==> config.mk <==
export PLATFORM = sky130hd
export DESIGN_NAME = key_event_ctrl
export DESIGN_NICKNAME = d
export VERILOG_FILES = /design/src/rtl/key_event_ctrl.sv
export SDC_FILE = /design/constraint.sdc
export NUM_CORES = 1
export LEC_CHECK = 0
export ABC_AREA = 1
export CORE_MARGIN = 3
export CORE_UTILIZATION = 45
export CTS_BUF_LIST = sky130_fd_sc_hd__clkbuf_4
export DETAILED_ROUTE_END_ITERATION = 12
export GPL_ROUTABILITY_DRIVEN = 0
export PLACE_DENSITY_LB_ADDON = 0.25
export SYNTH_ARGS = -nofsm -noshare
export SYNTH_HDL_FRONTEND = slang
export SYNTH_SLANG_ARGS = --single-unit
==> constraint.sdc <==
create_clock -name clk -period 2.2 [get_ports clk]
set_input_delay 0.22 -clock clk [delete_from_list [all_inputs] [get_ports clk]]
set_output_delay 0.22 -clock clk [all_outputs]
set_load 0.05 [all_outputs]
==> src/rtl/key_event_ctrl.sv <==
// key_event_ctrl
// Classifies presses on four debounced, active-low keys as short or long,
// emits one-cycle event pulses and holds the heartbeat user controls.
//
// Ports:
//   clk          in   system clock
//   rst          in   synchronous reset, active-high
//   key_in[3:0]  in   debounced key levels, 0 = pressed
//   short_pulse  out  one-hot, one-cycle short-press event
//   long_pulse   out  one-hot, one-cycle long-press event
//   mode[1:0]    out  heartbeat pattern select
//   rate[3:0]    out  heartbeat speed setting
//   pause        out  1 = light generator frozen
//   busy         out  1 when the FSM is not idle
module key_event_ctrl #(
    parameter int unsigned LONG_CNT     = 12000000,
    parameter logic [1:0]  MODE_DEFAULT = 2'd0,
    parameter logic [3:0]  RATE_DEFAULT = 4'd4,
    parameter logic [3:0]  RATE_MAX     = 4'd15
) (
    input  logic       clk,
    input  logic       rst,
    input  logic [3:0] key_in,
    output logic [3:0] short_pulse,
    output logic [3:0] long_pulse,
    output logic [1:0] mode,
    output logic [3:0] rate,
    output logic       pause,
    output logic       busy
);

    localparam int unsigned CNT_W = $clog2(LONG_CNT) + 1;

    typedef enum logic [1:0] {
        IDLE     = 2'd0,
        HELD     = 2'd1,
        WAIT_REL = 2'd2
    } state_t;

    state_t             r_state;
    logic [CNT_W-1:0]   r_cnt;
    logic [1:0]         r_idx;
    logic [3:0]         r_short;
    logic [3:0]         r_long;
    logic [1:0]         r_mode;
    logic [3:0]         r_rate;
    logic               r_pause;
    logic               r_busy;

    logic               w_all_rel;
    logic [2:0]         w_nzero;
    logic               w_single;
    logic [1:0]         w_idx;
    logic               w_same_key;
    logic               w_cnt_last;

    // Decode the key vector: count pressed keys and locate the pressed one.
    always_comb begin
        w_nzero = 3'd0;
        w_idx   = 2'd0;
        for (int i = 0; i < 4; i++) begin
            if (!key_in[i]) begin
                w_nzero = w_nzero + 3'd1;
                w_idx   = 2'(i);
            end
        end
    end

    assign w_all_rel  = (key_in == 4'b1111);
    assign w_single   = (w_nzero == 3'd1);
    assign w_same_key = w_single && (w_idx == r_idx);
    assign w_cnt_last = (r_cnt == CNT_W'(LONG_CNT - 1));

    // Press classifier and user-control registers.
    always_ff @(posedge clk) begin
        if (rst) begin
            r_state <= WAIT_REL;
            r_cnt   <= '0;
            r_idx   <= 2'd0;
            r_short <= 4'd0;
            r_long  <= 4'd0;
            r_mode  <= MODE_DEFAULT;
            r_rate  <= RATE_DEFAULT;
            r_pause <= 1'b0;
            r_busy  <= 1'b1;
        end else begin
            r_short <= 4'd0;
            r_long  <= 4'd0;
            case (r_state)
                IDLE: begin
                    if (w_all_rel) begin
                        r_busy <= 1'b0;
                    end else if (w_single) begin
                        r_state <= HELD;
                        r_idx   <= w_idx;
                        r_cnt   <= CNT_W'(1);
                        r_busy  <= 1'b1;
                    end else begin
                        r_state <= WAIT_REL;
                        r_busy  <= 1'b1;
                    end
                end

                HELD: begin
                    if (w_all_rel) begin
                        // Released before the long threshold: short event.
                        r_state        <= IDLE;
                        r_busy         <= 1'b0;
                        r_short[r_idx] <= 1'b1;
                        case (r_idx)
                            2'd0: r_mode <= r_mode + 2'd1;
                            2'd1: if (r_rate < RATE_MAX) r_rate <= r_rate + 4'd1;
                            2'd2: if (r_rate != 4'd0) r_rate <= r_rate - 4'd1;
                            default: r_pause <= ~r_pause;
                        endcase
                    end else if (!w_same_key) begin
                        // Chord or key change mid-press: abort silently.
                        r_state <= WAIT_REL;
                        r_busy  <= 1'b1;
                    end else if (w_cnt_last) begin
                        // Held long enough: long event, then wait for release.
                        r_state       <= WAIT_REL;
                        r_busy        <= 1'b1;
                        r_long[r_idx] <= 1'b1;
                        case (r_idx)
                            2'd0: ;
                            2'd1: r_rate <= RATE_MAX;
                            2'd2: r_rate <= 4'd0;
                            default: begin
                                r_mode  <= MODE_DEFAULT;
                                r_rate  <= RATE_DEFAULT;
                                r_pause <= 1'b0;
                            end
                        endcase
                    end else begin
                        r_cnt  <= r_cnt + CNT_W'(1);
                        r_busy <= 1'b1;
                    end
                end

                WAIT_REL: begin
                    if (w_all_rel) begin
                        r_state <= IDLE;
                        r_busy  <= 1'b0;
                    end else begin
                        r_busy  <= 1'b1;
                    end
                end

                default: begin
                    r_state <= WAIT_REL;
                    r_busy  <= 1'b1;
                end
            endcase
        end
    end

    assign short_pulse = r_short;
    assign long_pulse  = r_long;
    assign mode        = r_mode;
    assign rate        = r_rate;
    assign pause       = r_pause;
    assign busy        = r_busy;

endmodule

==> impl_metrics.tcl, run 1 <==
set metrics [dict create \
    outcome "completed" \
    grt_remaining_overflow 0 \
    routedWlPerCell_um 12.18 \
    period_minus_slack_ns 2.036 \
    grt_usage_pct 20.45 \
    clk_path_buf_depth 2 \
    cts.sinks 45 \
    relSlewSlack_pct 66.01 \
    finalCritPeriodShare_pct 92.56 \
    synth-compound-area-share_pct 8.635 \
    setup_violations 0 \
    min_path_type "input port to register" \
    critPathCaptureType "register" \
    synth-edff-count 0 \
    yosysWarningCount 0 \
    cts_tree "yes" \
    rsz0062_at_grt "false" \
    place_area_um2 3536 \
    peakVddDrop_mv 0.1672 \
    clock_latency_ns 0.39 \
    crit_slowest_cell "ha_1" \
    num_rows 29 \
    slew_violations 0 \
    drtAntennaViolNets 0 \
    stdcell_area_um2 3725 \
    port_buffers 21 \
    cp_common_cell "nand2_2" \
    yosysMostFrequentCell "nand2_1" \
    crit_fanout 8 \
    clk_pin_slew_worst_paths_ns 0.14 \
    htreeDepth 2 \
    ios 22 \
    netlist.area_leader.share_pct 28.65 \
    synthSimpleGateAreaFrac_pct 44.01 \
    synthTopCellsByArea "dfxtp_1 29%, nand2_1 13%, nor2_1 11%, nand3_1 8.8%, a21oi_2 5.3%" \
    path_depth 17 \
    cts_made_buffers 5 \
    ys_ff_latch 45 \
    num_antenna_cells 0 \
    initial_core_util_pct 47.88 \
    path_cells "dlygate4sd2_1 -> inv_2 -> ha_4 -> inv_1 -> nand2_2 -> nand2_2 -> ha_1 -> nor2_2 -> inv_1 -> nand2_2 -> nand3_4 -> nor2_4 -> nand4_4 -> buf_12 -> buf_12 -> o211ai_1 -> nand3_1" \
    area_growth_pct 18.46 \
    arrival_ns 2.31 \
    grt_max_degree 27 \
    r2r_cells 11 \
    antenna_found_initial 0 \
    fillers 648 \
    synthFlopType "dfxtp_1" \
    synth_common_cells "108 x nand2_1, 90 x nor2_1, 55 x nand3_1" \
    min_path_cells 5 \
    max_freq_mhz 491.1 \
    dpl.hpwl_um 5346 \
    finClkSkew_ns 0.01848 \
    crit_required_ns 2.47 \
    ys_async_sr_fraction_pct 0 \
    synth_adder_area_share_pct 3.024 \
    clockRootBuffer "clkbuf_4" \
    internal-power_mw 1.018 \
    syn_nets 490 \
    maxCapViolCount 0 \
    synthMuxAreaShare_pct 0 \
    dp_slack_ns -0.6022 \
    nets 529 \
    drive_above_1_share_pct 18.76 \
    coreArea_um2 6568 \
    synth-seq-area-share_pct 28.65 \
    layout.cells.non_filler 610 \
    avgSynthCellArea_um2 6.592 \
    ys_types 32 \
    dieArea_um2 8026 \
    power_density_nw_per_um2 383.1 \
    switchingPower_mw 0.4095 \
    grt_pass1_vias 2813 \
    routed_wl_um 7430 \
    power_frac_comb_pct 10.8 \
    power.share.clock_pct 31.8 \
    fin_ws_ns 0.1638 \
    p_sw_share_pct 28.70 \
    grt_pass1_wl_um 13000 \
    pwr-share-seq_pct 57.5 \
    first_pass_iters 5 \
    die_h_um 89.59 \
    tightest_slew_ns 0.5083 \
    drt_iter0_drc 184 \
    die_w_um 89.59 \
    utilization_pct 56.72 \
    vias 3019 \
    crit_type "input port to register" \
    critPathBufInv 6 \
    drc 0 \
    yosysTopAreaCell "dfxtp_1" \
    dp_cells 599 \
    finalHoldViolCount 0 \
    synth_top_family_by_area "simple AND/OR/NAND/NOR gates" \
    critPathTopFamily "buffers and inverters" \
    synthCells 477 \
    fin_setup_tns_ns 0 \
    critPathMaxStageDelay_ns 0.30 \
    synth.cell_area_um2 3144 \
    synth_xor_area_share_pct 6.128 \
    p_leak_nw 1.358 \
    via_per_inst 4.949 \
    critPathLaunchType "input port" \
]
power groups by stage:
stage	Combinational, mW	Clock (mW)	Sequential (mW)
2_1_floorplan	0.0942	0	0.839
3_3_place_gp	0.142	0	0.838
3_5_place_dp	0.145	0	0.838
4_1_cts	0.153	0.472	0.820
5_1_grt	0.171	0.498	0.821
6_report	0.153	0.453	0.820
kinds of logic after synthesis:
family	after synthesis
and+or+nand+nor	303
adders and majority gates	7
buffers and inverters	61
AOI/OAI and AO/OA	39
DFF	45
xor gates and xnor gates	22
worst register-to-register path, delay by kind of cell (launching register included):
family	cells	cell delay [ns]
simple gates	6	0.73
flops	1	0.42
buf+inv	3	0.39
fa+ha+maj	1	0.24
compound gates	1	0.14
sequential cells by signal, summed over array words and instances, names as in the netlist:
name / count
r_cnt: 25
pause: 1
r_idx: 2
rate: 4
long_pulse: 4
busy: 1
mode: 2
r_state: 2
short_pulse: 4
through the flow:
step / hold WS (ns) / power, mW
after floorplan: 0.4400 / 0.9328
after global placement: 0.4937 / 0.9793
after detailed placement: 0.4968 / 0.9828
after CTS: 0.5169 / 1.446
after global routing: 0.4870 / 1.490
final: 0.4227 / 1.427
placed cells by master, fill, tap and decap left out, drive strengths merged, types with 10 or more instances in the layout:
cell type	n
nand2	136
nor2	92
nand3	57
inv	46
dfxtp	45
a21oi	32
buf	26
clkdlybuf4s50	18
xor2	12
nand4	11
xnor2	10
final cells by class:
type,count,area (µm²),share of cell area (%)
inverters,44,165.2,4.434
flip-flops and latches,45,900.9,24.19
repair buffers,48,479.2,12.87
multi-input cells,372,1999,53.68
clock inverters,3,26.28,0.7054
well taps,93,116.4,3.124
clock buffers,5,37.54,1.008
layer usage:
layer	part of all wire [%]	global-route usage, %	vias to the layer above
met4	1.3	6.089	0
li1	-	-	1605
met5	0	0	-
met2	44	32.25	65
met1	51	28.08	1340
met3	4.1	4.288	9
final timing paths:
| path | start | end | slack, ns |
|---|---|---|---|
| worst max-delay path | key_in[0] | r_state[1] | 0.16 |
| worst min register to register | mode[1] | mode[1] | 0.51 |
| worst min-delay path | key_in[2] | r_idx[1] | 0.42 |
| worst max register to register | r_cnt[1] | r_cnt[20] | 0.22 |
repair_timing:
item,CTS,global route
endpoints found under the hold margin,0,0
buffers inserted,1,0
setup endpoints to repair,38,21
hold buffers,0,0
gates resized for setup,14,2
pin swaps,4,2
cloned,2,0
Power figures use the tool's default switching activity.
==> run 2: changes to the inputs <==
==> constraint.sdc (replaced) <==
create_clock -name clk -period 2.2 [get_ports clk]
set_input_delay 0.33 -clock clk [delete_from_list [all_inputs] [get_ports clk]]
set_output_delay 0.33 -clock clk [all_outputs]
set_load 0.05 [all_outputs]
==> run 2 against run 1 <==
Against the previous run:
- routed wire length increased by 0.86%
- via count increased by 2.2%
- non-clock buffer count increased by 1
- sequential share of layout area decreased by 0.11 points
==> impl_metrics.tcl, run 2 (synthesis results as in run 1) <==
set metrics [dict create \
    relSlewSlack_pct 64.29 \
    num_rows 29 \
    routedWlPerCell_um 12.27 \
    arrival_ns 2.34 \
    tightest_slew_ns 0.5350 \
    drt_iter0_drc 104 \
    dieArea_um2 8026 \
    htreeDepth 2 \
    mostFrequentLayoutCell "nand2_1" \
    outcome "completed" \
    first_pass_iters 4 \
    r2r_cells 10 \
    routed_wl_um 7494 \
    largest_register "r_cnt" \
    max_freq_mhz 495.2 \
    rsz0062_at_grt "false" \
    power.total_mw 1.414 \
    initial_core_util_pct 47.88 \
    path_depth 10 \
    crit_required_ns 2.52 \
    grt_pass1_wl_um 13150 \
    via_per_inst 5.051 \
    largest_reg_flops 25 \
    antenna_found_initial 0 \
    die_w_um 89.59 \
    cts.sinks 45 \
    critPathMaxStageDelay_ns 0.42 \
    drtAntennaViolNets 0 \
    path_cells "ha_1 -> inv_1 -> nor2_4 -> nand2_2 -> nor2_1 -> nand2_1 -> nand4_4 -> bufbuf_16 -> nand3_1 -> a21oi_2" \
    layout.cells.non_filler 611 \
    power_density_nw_per_um2 378.1 \
    num_antenna_cells 0 \
    slew_violations 0 \
    critPathTopFamily "simple AND/OR/NAND/NOR gates" \
    grt_pass1_vias 2934 \
    vias 3086 \
    finalCritPeriodShare_pct 91.79 \
    area_growth_pct 18.98 \
    maxCapViolCount 0 \
    grt_remaining_overflow 0 \
    die_h_um 89.59 \
    dp_cells 600 \
    period_minus_slack_ns 2.019 \
    dpl.hpwl_um 5377 \
    nets 530 \
    crit_type "register to register" \
    peakVddDrop_mv 0.2235 \
    hold_ws_ns 0.5127 \
    critPathCaptureType "register" \
    min_path_cells 2 \
    clk_pin_slew_worst_paths_ns 0.15 \
    ios 22 \
    critPathBufInv 2 \
    crit_slowest_cell "dfxtp_1" \
    setup_violations 0 \
    cts_made_buffers 5 \
    port_buffers 21 \
    finalHoldViolCount 0 \
    clockRootBuffer "clkbuf_4" \
    crit_fanout 13 \
    drc 0 \
    critPathLaunchType "register" \
    cts_tree "yes" \
    finClkSkew_ns 0.01222 \
    drive_above_1_share_pct 19.88 \
    grt_usage_pct 20.55 \
    clock_latency_ns 0.37 \
    fin_setup_tns_ns 0 \
    grt_max_degree 27 \
    clk_path_buf_depth 2 \
    mostFrequentLayoutCells "105 x nand2_1, 88 x nor2_1, 55 x nand3_1" \
    p_leak_nw 1.355 \
    coreArea_um2 6568 \
    min_path_type "register to register" \
]
## run 2: changes by cell type in the layout (fill, tap and decap cells not counted), sizes merged
cell and change:
buf +1, clkbuf +2, clkinv +1, clkinvlp +1
dlygate4sd2 -2, inv -2
## run 2: worst min-delay path, delay by kind of cell (launching register included)
family | cells | cell delay (ns)
DFF | 1 | 0.36
AOI/OAI and AO/OA | 1 | 0.06
and+or+nand+nor | 1 | 0.07
## run 2: metrics by stage
stage / instance area (µm²) / setup WS [ns] / utilization [%]
floorplan: 3183 / 0.03227 / -
global placement: 3582 / -0.4892 / 54.54
detailed placement: 3582 / -0.5948 / 54.54
CTS: 3744 / 0.01242 / 57.00
global route: 3741 / 0.05988 / 56.96
finish: 3741 / 0.1806 / 56.96
## run 2: path summary, 6_finish.rpt
path | from | endpoint | slack (ns)
worst max-delay path | r_cnt[1] | r_cnt[11] | 0.18
worst min-delay path | mode[1] | mode[1] | 0.51
worst max register to register | r_cnt[1] | r_cnt[11] | 0.18
worst min register to register | mode[1] | mode[1] | 0.51
## run 2: where the power goes
| part | switching, mW | internal, mW | leakage (nW) |
|---|---|---|---|
| registers | 0.00279 | 0.818 | 0.363 |
| clock network | 0.305 | 0.131 | 0.0318 |
| logic | 0.0925 | 0.0654 | 0.961 |
## run 2: cell type report
class                   count  area, µm²
repair buffers             49      479.2
clock buffers               5      37.54
inverters                  44      165.2
multi-input cells         372       2017
clock inverters             3      25.02
flip-flops and latches     45      900.9
fillers                   630       2826
well taps                  93      116.4
## run 2: repair_timing
action	4_1_cts	5_1_grt
endpoints found under the setup margin	38	39
gates resized for setup	11	6
buffers inserted	1	0
gates cloned	2	0
hold buffers	0	0
pin swaps	2	1
## run 2: layer usage
layer / global-route usage (%) / up-vias / routed length [µm]
met4: 7.713 / 0 / 144
met1: 24.68 / 1408 / 3390
met3: 3.102 / 14 / 274
met5: 0 / - / 0
li1: - / 1604 / -
met2: 36.70 / 60 / 3685
==> run 3: changes to the inputs <==
Settings changed: CAP_MARGIN set to 20.
==> results of run 3 <==
The final DEF is identical to that of run 2; final timing and power are the same.
